### src/rtl/keypad_pkg.sv
// Shared types and helpers for the 4x4 keypad scanner.
// The auto-repeat feature is enabled with the KEYPAD_REPEAT_EN macro.
package keypad_pkg;

    localparam int NUM_ROWS = 4;
    localparam int NUM_COLS = 4;

    typedef logic [3:0] key_code_t;

    typedef enum logic [1:0] {KS_IDLE, KS_PRESS, KS_BLOCK} kscan_state_t;

    function automatic logic [4:0] popcount16(input logic [15:0] v);
        logic [4:0] n;
        n = 5'd0;
        for (int i = 0; i < 16; i++) begin
            n = n + {4'd0, v[i]};
        end
        return n;
    endfunction

    // Snapshot bit index is col*4+row; the reported code is {row, col}.
    function automatic key_code_t onehot_code(input logic [15:0] v);
        key_code_t code;
        logic [3:0] bi;
        code = '0;
        for (int b = 0; b < 16; b++) begin
            bi = 4'(b);
            if (v[b]) code = {bi[1:0], bi[3:2]};
        end
        return code;
    endfunction

endpackage

### src/rtl/keypad_debounce.sv
// Sweep-level debouncer: a candidate snapshot is accepted once it has been
// seen on DEB_SWEEPS consecutive sweeps.
module keypad_debounce
    import keypad_pkg::*;
#(
    parameter int DEB_SWEEPS = 4
) (
    input  logic        clk,
    input  logic        rst,
    input  logic        sweep_end,
    input  logic [15:0] cand,
    output logic [15:0] stable,
    output logic        stable_vld
);

    localparam logic [3:0] DEB = 4'(DEB_SWEEPS);

    logic [15:0] prev;
    logic [3:0]  match;
    logic [3:0]  match_nxt;

    always_comb begin
        if (cand == prev) match_nxt = (match >= DEB) ? DEB : match + 4'd1;
        else              match_nxt = 4'd1;
    end

    always_ff @(posedge clk) begin
        if (rst) begin
            prev       <= '0;
            match      <= '0;
            stable     <= '0;
            stable_vld <= 1'b0;
        end else begin
            stable_vld <= sweep_end;
            if (sweep_end) begin
                prev  <= cand;
                match <= match_nxt;
                if (match_nxt == DEB) stable <= cand;
            end
        end
    end

endmodule

### src/rtl/keypad_scan.sv
// 4x4 active-low keypad scanner with debounce, single-key FSM and valid/ready output.
// Define KEYPAD_REPEAT_EN to build the auto-repeat sweep counter.
module keypad_scan
    import keypad_pkg::*;
#(
    parameter int DWELL         = 16,
    parameter int DEB_SWEEPS    = 4,
    parameter int REPEAT_SWEEPS = 64
) (
    input  logic      clk,
    input  logic      rst,
    input  logic [3:0] row_n,
    output logic [3:0] col_n,
    output key_code_t key_code,
    output logic      key_valid,
    input  logic      key_ready,
    output logic      key_down,
    output logic      overflow
);

    localparam int CNT_W = (DWELL > 1) ? $clog2(DWELL) : 1;

    logic [CNT_W-1:0] dwell_cnt;
    logic [1:0]       col_idx;
    logic [3:0]       row_sync_p0, row_sync_p1;
    logic [11:0]      snap;
    logic [15:0]      cand_p0;
    logic             vld_p0;
    logic [15:0]      stable_p1;
    logic             vld_p1;
    kscan_state_t     state;
    key_code_t        held;
    key_code_t        code_now;
    logic [4:0]       pop;
    logic             emit;
    logic             rep_hit;

    assign col_n = ~(4'b0001 << col_idx);

    // p0/p1: two-flop synchroniser on the asynchronous row lines
    always_ff @(posedge clk) begin
        row_sync_p0 <= row_n;
        row_sync_p1 <= row_sync_p0;
    end

    // p0: column scan, one nibble per column, full candidate at end of column 3
    always_ff @(posedge clk) begin
        if (rst) begin
            dwell_cnt <= '0;
            col_idx   <= 2'd0;
            snap      <= '0;
            cand_p0   <= '0;
            vld_p0    <= 1'b0;
        end else begin
            vld_p0 <= 1'b0;
            if (dwell_cnt == CNT_W'(DWELL - 1)) begin
                dwell_cnt <= '0;
                col_idx   <= col_idx + 2'd1;
                case (col_idx)
                    2'd0:    snap[3:0]  <= ~row_sync_p1;
                    2'd1:    snap[7:4]  <= ~row_sync_p1;
                    2'd2:    snap[11:8] <= ~row_sync_p1;
                    default: begin
                        cand_p0 <= {~row_sync_p1, snap};
                        vld_p0  <= 1'b1;
                    end
                endcase
            end else begin
                dwell_cnt <= dwell_cnt + CNT_W'(1);
            end
        end
    end

    // p1: debounced stable snapshot
    keypad_debounce #(.DEB_SWEEPS(DEB_SWEEPS)) u_debounce (
        .clk        (clk),
        .rst        (rst),
        .sweep_end  (vld_p0),
        .cand       (cand_p0),
        .stable     (stable_p1),
        .stable_vld (vld_p1)
    );

`ifdef KEYPAD_REPEAT_EN
    localparam int REP_W = $clog2(REPEAT_SWEEPS + 1);
    logic [REP_W-1:0] rep_cnt;

    assign rep_hit = (rep_cnt == REP_W'(REPEAT_SWEEPS - 1));

    // Counts sweeps since the last emit while the same single key stays held.
    always_ff @(posedge clk) begin
        if (rst) begin
            rep_cnt <= '0;
        end else if (vld_p1) begin
            if (emit || pop != 5'd1 || state != KS_PRESS) rep_cnt <= '0;
            else                                          rep_cnt <= rep_cnt + REP_W'(1);
        end
    end
`else
    logic unused_repeat;
    assign unused_repeat = (REPEAT_SWEEPS > 0);
    assign rep_hit       = 1'b0;
`endif

    always_comb begin
        pop      = popcount16(stable_p1);
        code_now = onehot_code(stable_p1);
        emit     = 1'b0;
        if (vld_p1 && pop == 5'd1) begin
            case (state)
                KS_IDLE:  emit = 1'b1;
                KS_PRESS: emit = (code_now != held) || rep_hit;
                default:  emit = 1'b0;
            endcase
        end
    end

    // p2: key FSM and output handshake
    always_ff @(posedge clk) begin
        if (rst) begin
            state     <= KS_IDLE;
            held      <= '0;
            key_code  <= '0;
            key_valid <= 1'b0;
            key_down  <= 1'b0;
            overflow  <= 1'b0;
        end else begin
            if (vld_p1) begin
                if (pop == 5'd1) held <= code_now;
                case (state)
                    KS_IDLE: begin
                        if (pop == 5'd1) begin
                            state    <= KS_PRESS;
                            key_down <= 1'b1;
                        end else if (pop >= 5'd2) begin
                            state <= KS_BLOCK;
                        end
                    end
                    KS_PRESS: begin
                        if (pop == 5'd0) begin
                            state    <= KS_IDLE;
                            key_down <= 1'b0;
                        end else if (pop >= 5'd2) begin
                            state    <= KS_BLOCK;
                            key_down <= 1'b0;
                        end
                    end
                    default: begin
                        if (pop == 5'd0) state <= KS_IDLE;
                    end
                endcase
            end
            if (emit) begin
                if (!key_valid || key_ready) begin
                    key_code  <= code_now;
                    key_valid <= 1'b1;
                end else begin
                    overflow <= 1'b1;
                end
            end else if (key_ready) begin
                key_valid <= 1'b0;
            end
        end
    end

endmodule

### config.mk
export PLATFORM = sky130hd
export DESIGN_NAME = keypad_scan
export DESIGN_NICKNAME = d
export VERILOG_FILES = /design/src/rtl/keypad_pkg.sv /design/src/rtl/keypad_debounce.sv /design/src/rtl/keypad_scan.sv
export SDC_FILE = /design/constraint.sdc
export NUM_CORES = 1
export LEC_CHECK = 0
export ABC_AREA = 1
export ABC_CLOCK_PERIOD_IN_PS = 5420
export CORE_ASPECT_RATIO = 0.75
export CORE_MARGIN = 2
export CORE_UTILIZATION = 40
export CTS_BUF_LIST = sky130_fd_sc_hd__clkbuf_2
export DETAILED_ROUTE_END_ITERATION = 10
export DONT_BUFFER_PORTS = 1
export GPL_ROUTABILITY_DRIVEN = 0
export HOLD_SLACK_MARGIN = 0.15
export SYNTH_ARGS = -nofsm -noshare
export SYNTH_HDL_FRONTEND = slang
export SYNTH_SLANG_ARGS = --single-unit
### constraint.sdc
create_clock -name clk -period 5.42 [get_ports clk]
set_clock_uncertainty 0.05 [all_clocks]
set_input_delay 0 -clock clk [delete_from_list [all_inputs] [get_ports clk]]
set_output_delay 0 -clock clk [all_outputs]
set_load 0.005 [all_outputs]
# ---- Word level (Yosys, flattened, before mapping)
# Cells that the tools add are included.
dict set report totals {
  reg_bits 93
  latchBits 0
  ram_bits 0
  romBits 0
  out_inout_bits 11
  word_cells 111
  mem_count 0
}
dict set report classes {
  n_addsub 18
  multipliers 0
  div 0
  magnitude_cmp 2
  eq_ne 11
  shift 1
  n_mux 32
  bitwise_logic 5
  reduce_logical 23
}
# cell n
set ops {}
lappend ops {{two-way mux 4 bit} 16}
lappend ops {{adder 5 x 1 -> 5 bit} 11}
lappend ops {{AND reduction 2 bit} 10}
lappend ops {{equality test 16 bit} 1}
lappend ops {{adder 4 x 1 -> 4 bit, second input constant} 2}
lappend ops {{two-way mux 1 bit} 8}
lappend ops {{two-way mux 2 bit} 4}
lappend ops {{NOT 4 bit} 2}
lappend ops {{adder 4 x 1 -> 5 bit} 1}
lappend ops {{equality test 5 x 1 -> 1 bit, second input constant} 1}
lappend ops {{>= comparator 5 x 2 -> 1 bit, second input constant} 1}
lappend ops {{logical NOT 5 bit} 1}
lappend ops {{adder 3 x 1 -> 4 bit} 1}
lappend ops {{equality test 2 x 1 -> 1 bit, second input constant} 2}
lappend ops {{equality test 4 x 3 -> 1 bit, second input constant} 1}
lappend ops {{equality test 4 bit, second input constant} 1}
lappend ops {{>= comparator 4 x 3 -> 1 bit, second input constant} 1}
lappend ops {{logical NOT 2 bit} 2}
lappend ops {{inequality test 4 bit} 1}
lappend ops {{case mux 1 bit (2 select lines)} 2}
lappend ops {{case mux 2 bit (2 select lines)} 1}
lappend ops {{AND reduction 4 bit} 1}
lappend ops {{nonzero test 2 bit} 2}
lappend ops {{OR reduction 2 bit} 2}
lappend ops {{15 further kinds} 17}

# ---- Logic depth before layout (Yosys ltp)
# Gate-level depths: netlist of the first run.
dict set report logic_depth {
  depth_word 20
  mapped_depth 21
}

# ---- By module
# From an unflattened synthesis of the first run, not the netlist that was laid out.
dict set report hier_totals {
  cells_unflattened 563
  area_unflattened_um2 4224.1
}
# mod n_inst cells_each area_per_inst_um2 seq_area_each_um2
set modules_own_cells {}
lappend modules_own_cells {keypad_scan 1 319 2571.2 1121.1}
lappend modules_own_cells {keypad_debounce 1 244 1652.8 740.7}

# ---- Least setup slack after synthesis of the first run
# OpenSTA, ideal clock, no wires.
dict set report synth_timing {
  path_kind {register -> register}
  startpoint {register u_debounce.stable[5]}
  endpoint {register key_code[0]}
  setup_time_ns 0.064
  t_arrival_ns 4.107
  path_slack_ns 1.199
  path_stages_with_launch 18
  n_path_buf 0
  synth_period_minus_slack_ns 4.221
  cell_sequence {dfxtp_1 inv_1 fa_1 fa_1 fa_1 fa_1 inv_1 ha_1 fa_1 nor3_1 o211ai_1 nor2_1 nand2_1 nor2_2 nand3_1 nand2_1 inv_1 nor2_1}
}
dict set report synth_between {
  elab_chain_len 15
}
# item line_no
set synth_lines {}
lappend synth_lines {{start, declared} keypad_debounce.sv:12} ;# output logic [15:0] stable,
lappend synth_lines {{start signal, assigned} keypad_debounce.sv:38} ;# if (match_nxt == DEB) stable <= cand;
lappend synth_lines {{adder 5 x 1 -> 5 bit or two-way mux 4 bit (tied branches) (11 in series)} {keypad_pkg.sv:16, keypad_pkg.sv:28}}
lappend synth_lines {{equality test 5 x 1 -> 1 bit or inequality test 4 bit (tied branches)} {keypad_scan.sv:109, keypad_scan.sv:112}}
lappend synth_lines {{logical AND 1 bit or case mux 1 bit (2 select lines) (tied branches)} {keypad_scan.sv:109, keypad_scan.sv:110}}
lappend synth_lines {{two-way mux 1 bit} keypad_scan.sv:109} ;# if (vld_p1 && pop == 5'd1) begin
lappend synth_lines {{AND reduction 2 bit (no line)} --}
lappend synth_lines {{end signal, assigned} keypad_scan.sv:155} ;# key_code <= code_now;
lappend synth_lines {{end, declared} keypad_scan.sv:14} ;# output key_code_t key_code,
# Several ways; a longest one is shown, not always the timed one.
# A chain may end at the register's enable or synchronous reset.

# ---- Worst setup path in the final report of the first run
dict set report layout_timing {
  startpoint {register u_debounce.stable[5]}
  endpoint {register key_code[1]}
}
# The elaborated chain is that of the path after synthesis.

==> qor.yml, run 1 <==
status:
  status: "complete, no violations"
yosys:
  synthCells: 487
  avgSynthCellArea_sq_um: 8.44
  synth_top_cell_by_area: "dfxtp_1"
  ys_types: 36
  synth_seq_cells: 93
  syn_nets: 516
  ys_warn_count: 0
  synth-async-reset-ratio: 0
  synth.top_cell.area_share: 0.453
  synth_area_leaders: "dfxtp_1 45%, inv_1 7.3%, o21ai_0 6.0%, a21oi_1 5.8%, fa_1 4.9%"
  synth_edf_count: 0
  netlist_area_sq_mm: 0.00411
  yosysSeqAreaShare: 0.453
  synthTopCellsByCount: "93 x dfxtp_1, 80 x inv_1, 49 x o21ai_0, 48 x a21oi_1, 43 x nand2_1"
  synthFlopType: "dfxtp_1"
  yosysMostFrequentCell: "dfxtp_1"
clock_network:
  clock-sinks: 93
  cts_tree: "done"
  cts_max_level: 3
  cts_buffers: 9
  cts_root_buffer: "clkbuf_2"
  clock_latency_ns: 0.54
  post_cts_buffers: 0
  clk_path_buf_depth: 2
  clk_pin_slew_ns: 0.23
  cts_resized: 0
  cts_hold_buffers: 11
final_layout:
  syn2layout_area_growth_pct: 7.15
  fillCellCount: 1056
  fin_nets: 522
  fin_util: 0.435
  instances_no_fill: 634
  n_antenna_cell: 0
  drive_above_1_share: 0.0863
min_path:
  min_path_type: "in2reg"
placed_design:
  placed_cells: 607
  dp_hpwl_um: 5650
  place_ws_ns: 0.834
  io_buffers: 0
sta:
  finalWorstSetupSlack_ns: 0.778
  setup_viol: 0
  worstMarginPinSlew_ns: 0.877
  setup_tns_ns: 0
  min_period_ns: 4.64
  fmax_mhz: 215
  final-hold-violation-count: 0
  maxSlewViolCount: 0
  period_share: 0.856
  rsz0062_at_grt: "no"
  slew_headroom: 0.413
critical_path:
  cp_max_fo: 7
  critPathArrivalTime_ns: 5.08
  critPathKind: "reg2reg"
  worstPathRequired_ns: 5.85
  end_kind: "flip-flop"
  crit_path_start_kind: "flip-flop"
floorplan:
  core.rowCount: 32
  dieArea_sq_mm: 0.0111
  ios: 18
  start_util: 0.406
  coreArea_sq_mm: 0.0101
  die_w_um: 121
  die_h_um: 91.8
routing:
  via_per_inst: 4.76
  drt-initial-drc-count: 167
  drt_first_pass_iters: 4
  wl_um: 7880
  via_count: 3016
  postRouteAntennaNets: 0
  drcViolationCount: 0
  wl_per_cell_um: 12.4
global_route:
  grt_first_pass_wirelength_um: 13600
  grt_max_degree: 64
  grt_overflow_total: 0
  grt_pass1_vias: 2889
  antenna_found_initial: 0
  grt_use_total: 0.154
run:
  cap_violations: 0
pwr:
  power_density_mw_per_mm2: 237
  max-vdd-ir-drop_uv: 111
  leakagePower_nw: 1.81
[per-stage QoR]
step                instance area [sq um]  hold slack (ns)  total power [W]
global route                         4410            0.196          0.00109
finish                               4410            0.227          0.00104
floorplan                            4110          -0.0223         0.000721
global placement                     4190          -0.0222         0.000724
CTS                                  4410            0.168          0.00106
detailed placement                   4190          -0.0222         0.000724
[kinds of logic after synthesis]
logic type                 share of synthesized area
buffers and inverters                         0.0995
adders and majority gates                     0.0852
DFF                                            0.453
and+or+nand+nor                                0.134
AOI/OAI and AO/OA                              0.199
xor gates and xnor gates                      0.0298
[power breakdown]
part           internal [W]  leakage, nW  total [W]  switching (W)
Clock              0.000103       0.0644   0.000326       0.000223
Sequential         0.000691        0.752   0.000695     0.00000422
Combinational    0.00000941        0.995  0.0000240      0.0000146
Total              0.000803         1.81    0.00104       0.000242
[layout by cell type (no fill, tap or decap), types with 2 or more instances in the layout]
cell / synthesis / routed
a21oi_1: 48 / 48
a21oi_2: 14 / 14
nand4_1: 5 / 5
xor2_1: 5 / 5
clkinv_1: 0 / 3
inv_2: 3 / 3
clkbuf_2: 0 / 10
dfxtp_1: 93 / 93
ha_1: 12 / 12
inv_1: 80 / 80
nand3_1: 26 / 26
o21ai_0: 49 / 49
nor2_1: 38 / 38
fa_1: 10 / 10
o21ai_2: 6 / 6
a211oi_1: 7 / 7
o211ai_1: 2 / 2
dlygate4sd3_1: 0 / 11
nand2_1: 43 / 43
xnor2_1: 9 / 9
o21ai_1: 8 / 8
[cell type report]
class | instances | area, sq um | area share
Tap cell | 136 | 170 | 0.0386
Inverter | 83 | 312 | 0.0707
Clock buffer | 10 | 50.0 | 0.0114
Multi-Input combinational cell | 294 | 1840 | 0.418
Sequential cell | 93 | 1860 | 0.423
Timing Repair Buffer | 12 | 118 | 0.0267
Clock inverter | 6 | 53.8 | 0.0122
[state kept, by name (all words and copies together), names as in the netlist]
signal,flops
snap,12
row_sync_p0,4
cand_p0,16
key_code,4
u_debounce.stable,16
row_sync_p1,4
key_valid,1
col_idx,2
held,4
u_debounce.match,4
u_debounce.stable_vld,1
key_down,1
state,2
u_debounce.prev,16
vld_p0,1
overflow,1
dwell_cnt,4
[path summary, 6_finish.rpt]
| path | startpoint | end | slack, ns | cells after the start |
|---|---|---|---|---|
| min reg2reg | row_sync_p0[3]$_DFF_P_ | row_sync_p1[3]$_DFF_P_ | 0.30 | 0 |
| max reg2reg | u_debounce.stable[5]$_SDFFE_PP0P_ | key_code[1]$_SDFFE_PP0P_ | 0.78 | 20 |
| max | u_debounce.stable[5]$_SDFFE_PP0P_ | key_code[1]$_SDFFE_PP0P_ | 0.78 | 20 |
| min | key_ready | key_valid$_SDFFE_PP0P_ | 0.23 | 4 |
[critical path: stages, from the launching register on]
cell	delay (ns)
dfxtp_1	0.42
inv_1	0.09
fa_1	0.55
fa_1	0.43
fa_1	0.48
fa_1	0.49
inv_1	0.05
ha_1	0.20
fa_1	0.36
inv_1	0.08
a211o_1	0.09
nand2_1	0.04
o211ai_1	0.14
nor2_1	0.12
nor2_1	0.15
nand2_1	0.13
nor2_2	0.25
nand3_1	0.22
nand2_1	0.10
inv_1	0.04
nor2_1	0.09
[metal layers]
metal,track usage,part of all wire,vias to the layer above
met4,0.0426,0.014,0
met5,0,0,-
met1,0.214,0.52,1380
met3,0.0504,0.033,11
met2,0.228,0.43,32
li1,-,-,1593
(Power assumes the default switching activity.)
==> run 2: changes to the inputs <==
--- a/config.mk
+++ b/config.mk
@@ -7,7 +7,6 @@
 export LEC_CHECK = 0
 export ABC_AREA = 1
 export ABC_CLOCK_PERIOD_IN_PS = 5420
-export CORE_ASPECT_RATIO = 0.75
 export CORE_MARGIN = 2
 export CORE_UTILIZATION = 40
 export CTS_BUF_LIST = sky130_fd_sc_hd__clkbuf_2
@@ -15,6 +14,7 @@
 export DONT_BUFFER_PORTS = 1
 export GPL_ROUTABILITY_DRIVEN = 0
 export HOLD_SLACK_MARGIN = 0.15
+export PLACE_DENSITY = 0.53
 export SYNTH_ARGS = -nofsm -noshare
 export SYNTH_HDL_FRONTEND = slang
 export SYNTH_SLANG_ARGS = --single-unit
==> qor.yml, run 2 (synthesized netlist as in run 1, its figures left out) <==
status:
  status: "complete, no violations"
final_layout:
  drive_above_1_share: 0.0902
  instances_no_fill: 635
  syn2layout_area_growth_pct: 7.94
  fillCellCount: 1005
  n_antenna_cell: 0
  layout_common_cells: "93 x dfxtp_1, 80 x inv_1, 49 x o21ai_0, 48 x a21oi_1, 43 x nand2_1"
  fin_nets: 523
  layout_commonest_cell: "dfxtp_1"
  top_regs: "cand_p0 (16), u_debounce.prev (16), u_debounce.stable (16)"
sta:
  setup_tns_ns: 0
  fmax_mhz: 204
  maxSlewViolCount: 0
  worstMarginPinSlew_ns: 0.889
  rsz0062_at_grt: "no"
  final-hold-violation-count: 0
  period_share: 0.906
  min_period_ns: 4.91
  slew_headroom: 0.405
  setup_viol: 0
critical_path:
  end_kind: "flip-flop"
  crit_start: "u_debounce.stable[5]$_SDFFE_PP0P_"
  reg2reg_from: "u_debounce.stable[5]$_SDFFE_PP0P_"
  cp_max_fo: 7
  critPathKind: "reg2reg"
  critPathArrivalTime_ns: 5.42
  crit_path_start_kind: "flip-flop"
  worstPathRequired_ns: 5.92
placed_design:
  dp_hpwl_um: 5370
  io_buffers: 0
  placed_cells: 607
pwr:
  leakagePower_nw: 1.83
  power_density_mw_per_mm2: 246
  finalPower_w: 0.00109
  max-vdd-ir-drop_uv: 146
floorplan:
  coreArea_sq_mm: 0.0101
  dieArea_sq_mm: 0.0111
  start_util: 0.406
  die_h_um: 105
  die_w_um: 105
  ios: 18
  core.rowCount: 37
clock_network:
  cts_root_buffer: "clkbuf_2"
  cts_tree: "done"
  post_cts_buffers: 0
  clock-sinks: 93
  clk_path_buf_depth: 2
  cts_max_level: 3
  cts_buffers: 9
  clk_pin_slew_ns: 0.31
  clock_latency_ns: 0.57
routing:
  via_per_inst: 4.73
  drt-initial-drc-count: 108
  drcViolationCount: 0
  wl_per_cell_um: 12.1
  postRouteAntennaNets: 0
  drt_first_pass_iters: 4
  via_count: 3006
  wl_um: 7670
run:
  cap_violations: 0
global_route:
  grt_overflow_total: 0
  grt_use_total: 0.152
  grt_max_degree: 68
  antenna_found_initial: 0
  grt_first_pass_wirelength_um: 13500
  grt_pass1_vias: 2922
min_path:
  min_path_type: "reg2reg"
  min_from: "row_sync_p0[0]$_DFF_P_"
run 2: cell count changes in the layout (fill, tap and decap cells not counted):
cell	before	now
clkinv_1	3	1
inv_6	0	2
dlygate4sd3_1	11	12
clkinv_2	1	0
inv_8	0	2
clkbuf_2	10	9
run 2: power by group:
part / internal, W / leakage [nW] / switching (W)
registers: 0.000692 / 0.752 / 0.00000387
logic: 0.00000942 / 1.00 / 0.0000142
clock network: 0.000115 / 0.0744 / 0.000255
total: 0.000816 / 1.83 / 0.000273
run 2: worst max-delay path, cell delays in order, from the launching register on:
cell and delay, ns:
dfxtp_1 0.43, inv_1 0.08, fa_1 0.55, fa_1 0.44
fa_1 0.48, fa_1 0.49, inv_1 0.04, ha_1 0.20
fa_1 0.36, inv_1 0.08, a211o_1 0.10, nand2_1 0.05
o211ai_1 0.15, nor2_1 0.11, nor2_1 0.13, nand2_1 0.12
nor2_2 0.25, nand3_1 0.12, a21oi_1 0.12, dlygate4sd3_1 0.56
run 2: worst paths after layout:
check / slack (ns) / cells after the start / to
min: 0.30 / 0 / row_sync_p1[0]$_DFF_P_
max: 0.51 / 19 / overflow$_SDFFE_PP0P_
min reg2reg: 0.30 / 0 / row_sync_p1[0]$_DFF_P_
max reg2reg: 0.51 / 19 / overflow$_SDFFE_PP0P_
run 2: per-layer routing:
metal	vias up	wire (um)	track usage	share of wire
met5	-	0	0	0
met4	0	160	0.0648	0.021
met3	14	269	0.0334	0.035
met2	51	3400	0.245	0.44
met1	1339	3840	0.195	0.50
li1	1602	-	-	-
run 2: timing repair:
| action | CTS | global route |
|---|---|---|
| endpoints found under the hold margin | 89 | 0 |
| gates resized for setup | 0 | 0 |
| hold buffers | 12 | 0 |
run 2: stage by stage:
step | setup slack [ns] | area, sq um | hold WS [ns] | util
finish | 0.507 | 4440 | 0.300 | 0.438
floorplan | 1.20 | 4110 | -0.0223 | -
global route | 0.194 | 4440 | 0.305 | 0.438
global placement | 1.03 | 4190 | -0.0222 | 0.413
detailed placement | 0.885 | 4190 | -0.0222 | 0.413
CTS | 0.513 | 4440 | 0.301 | 0.438
run 2: cell type report:
| class | count | area, sq um | share of cell area |
|---|---|---|---|
| clock buffer | 9 | 45.0 | 0.0101 |
| multi-input combinational | 294 | 1840 | 0.415 |
| tap | 136 | 170 | 0.0383 |
| timing repair buffer | 13 | 128 | 0.0288 |
| inverter | 83 | 312 | 0.0702 |
| clock inverter | 7 | 81.3 | 0.0183 |
| sequential | 93 | 1860 | 0.420 |
==> run 3: changes to the inputs <==
--- a/config.mk
+++ b/config.mk
@@ -15,6 +15,7 @@
 export GPL_ROUTABILITY_DRIVEN = 0
 export HOLD_SLACK_MARGIN = 0.15
 export PLACE_DENSITY = 0.53
+export RECOVER_POWER = 100
 export SYNTH_ARGS = -nofsm -noshare
 export SYNTH_HDL_FRONTEND = slang
 export SYNTH_SLANG_ARGS = --single-unit
==> qor.yml, run 3 (synthesized netlist as in run 1, its figures left out) <==
critical_path:
  crit_path_start_kind: "flip-flop"
  critPathKind: "reg2reg"
  cp_slowest_cell: "dlygate4sd3_1"
  slowest_delay_ns: 0.56
  worstPathCellList: "inv_1, fa_1, fa_1, fa_1, fa_1, inv_1, ha_1, fa_1, inv_1, a211o_1, nand2_1, o211ai_1, nor2_1, nor2_1, nand2_1, nor2_2, nand3_1, a21oi_1, dlygate4sd3_1"
  worst_path_most_repeated_cell: "fa_1"
  worstPathRequired_ns: 5.93
  critPathArrivalTime_ns: 5.37
  cp_max_fo: 7
  end_kind: "flip-flop"
pwr:
  p_comb_frac: 0.021
  finalPower_w: 0.00109
  pwr-share-seq: 0.639
  power_density_mw_per_mm2: 247
  leakagePower_nw: 1.82
  max-vdd-ir-drop_uv: 146
  p_int_w: 0.000817
  p_switching_w: 0.000272
  power.share.switching: 0.250
  pwr-share-clk: 0.340
floorplan:
  coreArea_sq_mm: 0.0101
  die_w_um: 105
  dieArea_sq_mm: 0.0111
  start_util: 0.406
  ios: 18
  die_h_um: 105
  core.rowCount: 37
sta:
  setup_viol: 0
  whs_ns: 0.300
  worstMarginPinSlew_ns: 2.39
  final-hold-violation-count: 0
  setup_tns_ns: 0
  rsz0062_at_grt: "no"
  period_share: 0.897
  maxSlewViolCount: 68
  fmax_mhz: 206
  min_period_ns: 4.86
  slew_headroom: -0.590
  finalWorstSetupSlack_ns: 0.558
clock_network:
  cts_tree: "done"
  cts_max_level: 3
  cts_root_buffer: "clkbuf_2"
  clk_pin_slew_ns: 0.31
  clk_path_buf_depth: 2
  cts_buffers: 9
  clock_latency_ns: 0.57
  clock-sinks: 93
  cts_resized: 0
placed_design:
  dp_hpwl_um: 5370
  placed_cells: 607
  io_buffers: 0
  place_ws_ns: 0.885
routing:
  drt-initial-drc-count: 117
  drt_first_pass_iters: 4
  drcViolationCount: 0
  postRouteAntennaNets: 0
  wl_um: 7670
  via_per_inst: 4.70
  via_count: 2985
  wl_per_cell_um: 12.1
final_layout:
  layout_commonest_cell: "dfxtp_1"
  syn2layout_area_growth_pct: 7.30
  layout_common_cells: "93 x dfxtp_1, 80 x inv_1, 63 x o21ai_0, 48 x a21oi_1, 43 x nand2_1"
  top_regs: "cand_p0 (16), u_debounce.prev (16), u_debounce.stable (16)"
  instances_no_fill: 635
  n_antenna_cell: 0
  drive_above_1_share: 0.0762
  fin_nets: 523
global_route:
  grt_use_total: 0.152
  grt_max_degree: 68
  antenna_found_initial: 0
  grt_first_pass_wirelength_um: 13500
  grt_pass1_vias: 2922
  grt_overflow_total: 0
status:
  status: "finished with violations"
  failed_checks: "capacitance limit, slew limit"
min_path:
  min_path_type: "reg2reg"
run:
  cap_violations: 1
run 3: changes by cell type in the layout (fill, tap and decap cells not counted):
cell	change
o21ai_2	-6
buf_4	-1
clkbuf_1	+1
o21ai_0	+14
o21ai_1	-8
run 3: cell type report:
| class | instances | area, sq um |
|---|---|---|
| inverter | 83 | 312 |
| tap | 136 | 170 |
| timing repair buffer | 13 | 124 |
| clock inverter | 7 | 81.3 |
| fill | 1010 | 5730 |
| multi-input combinational | 294 | 1820 |
| sequential | 93 | 1860 |
| clock buffer | 9 | 45.0 |
run 3: layer usage:
| metal | track usage | wire length (um) |
|---|---|---|
| met4 | 0.0648 | 160 |
| met5 | 0 | 0 |
| met1 | 0.195 | 3870 |
| met2 | 0.245 | 3430 |
| met3 | 0.0334 | 217 |
run 3: repair_timing:
item | in CTS | in global routing
buffers inserted | 0 | 0
hold buffers | 12 | 0
endpoints found under the hold margin | 89 | 0
run 3: final timing paths:
| check | from | endpoint | slack (ns) | cells past startpoint |
|---|---|---|---|---|
| hold / removal | row_sync_p0[0]$_DFF_P_ | row_sync_p1[0]$_DFF_P_ | 0.30 | 0 |
| setup reg to reg | u_debounce.stable[5]$_SDFFE_PP0P_ | overflow$_SDFFE_PP0P_ | 0.56 | 19 |
| hold reg to reg | row_sync_p0[0]$_DFF_P_ | row_sync_p1[0]$_DFF_P_ | 0.30 | 0 |
| setup / recovery | u_debounce.stable[5]$_SDFFE_PP0P_ | overflow$_SDFFE_PP0P_ | 0.56 | 19 |
run 3: worst max-delay path, delay by kind of cell, from the launching register on:
family | cells | cell delay (ns)
adder cells (fa/ha/maj) | 6 | 2.52
AND/OR/NAND/NOR | 6 | 0.78
buffers and inverters | 4 | 0.75
flip-flops | 1 | 0.41
AO/OA/AOI/OAI | 3 | 0.37
run 3: power groups by stage:
stage	clock [W]	combinational, W	sequential, W
2_1_floorplan	0	0.0000147	0.000706
3_3_place_gp	0	0.0000160	0.000708
3_5_place_dp	0	0.0000158	0.000708
4_1_cts	0.000383	0.0000240	0.000696
5_1_grt	0.000410	0.0000268	0.000697
6_report	0.000370	0.0000232	0.000696
run 3: metrics by stage:
stage,utilization,cell area [sq um]
global route,0.435,4410
global placement,0.413,4190
floorplan,-,4110
CTS,0.438,4440
finish,0.435,4410
detailed placement,0.413,4190
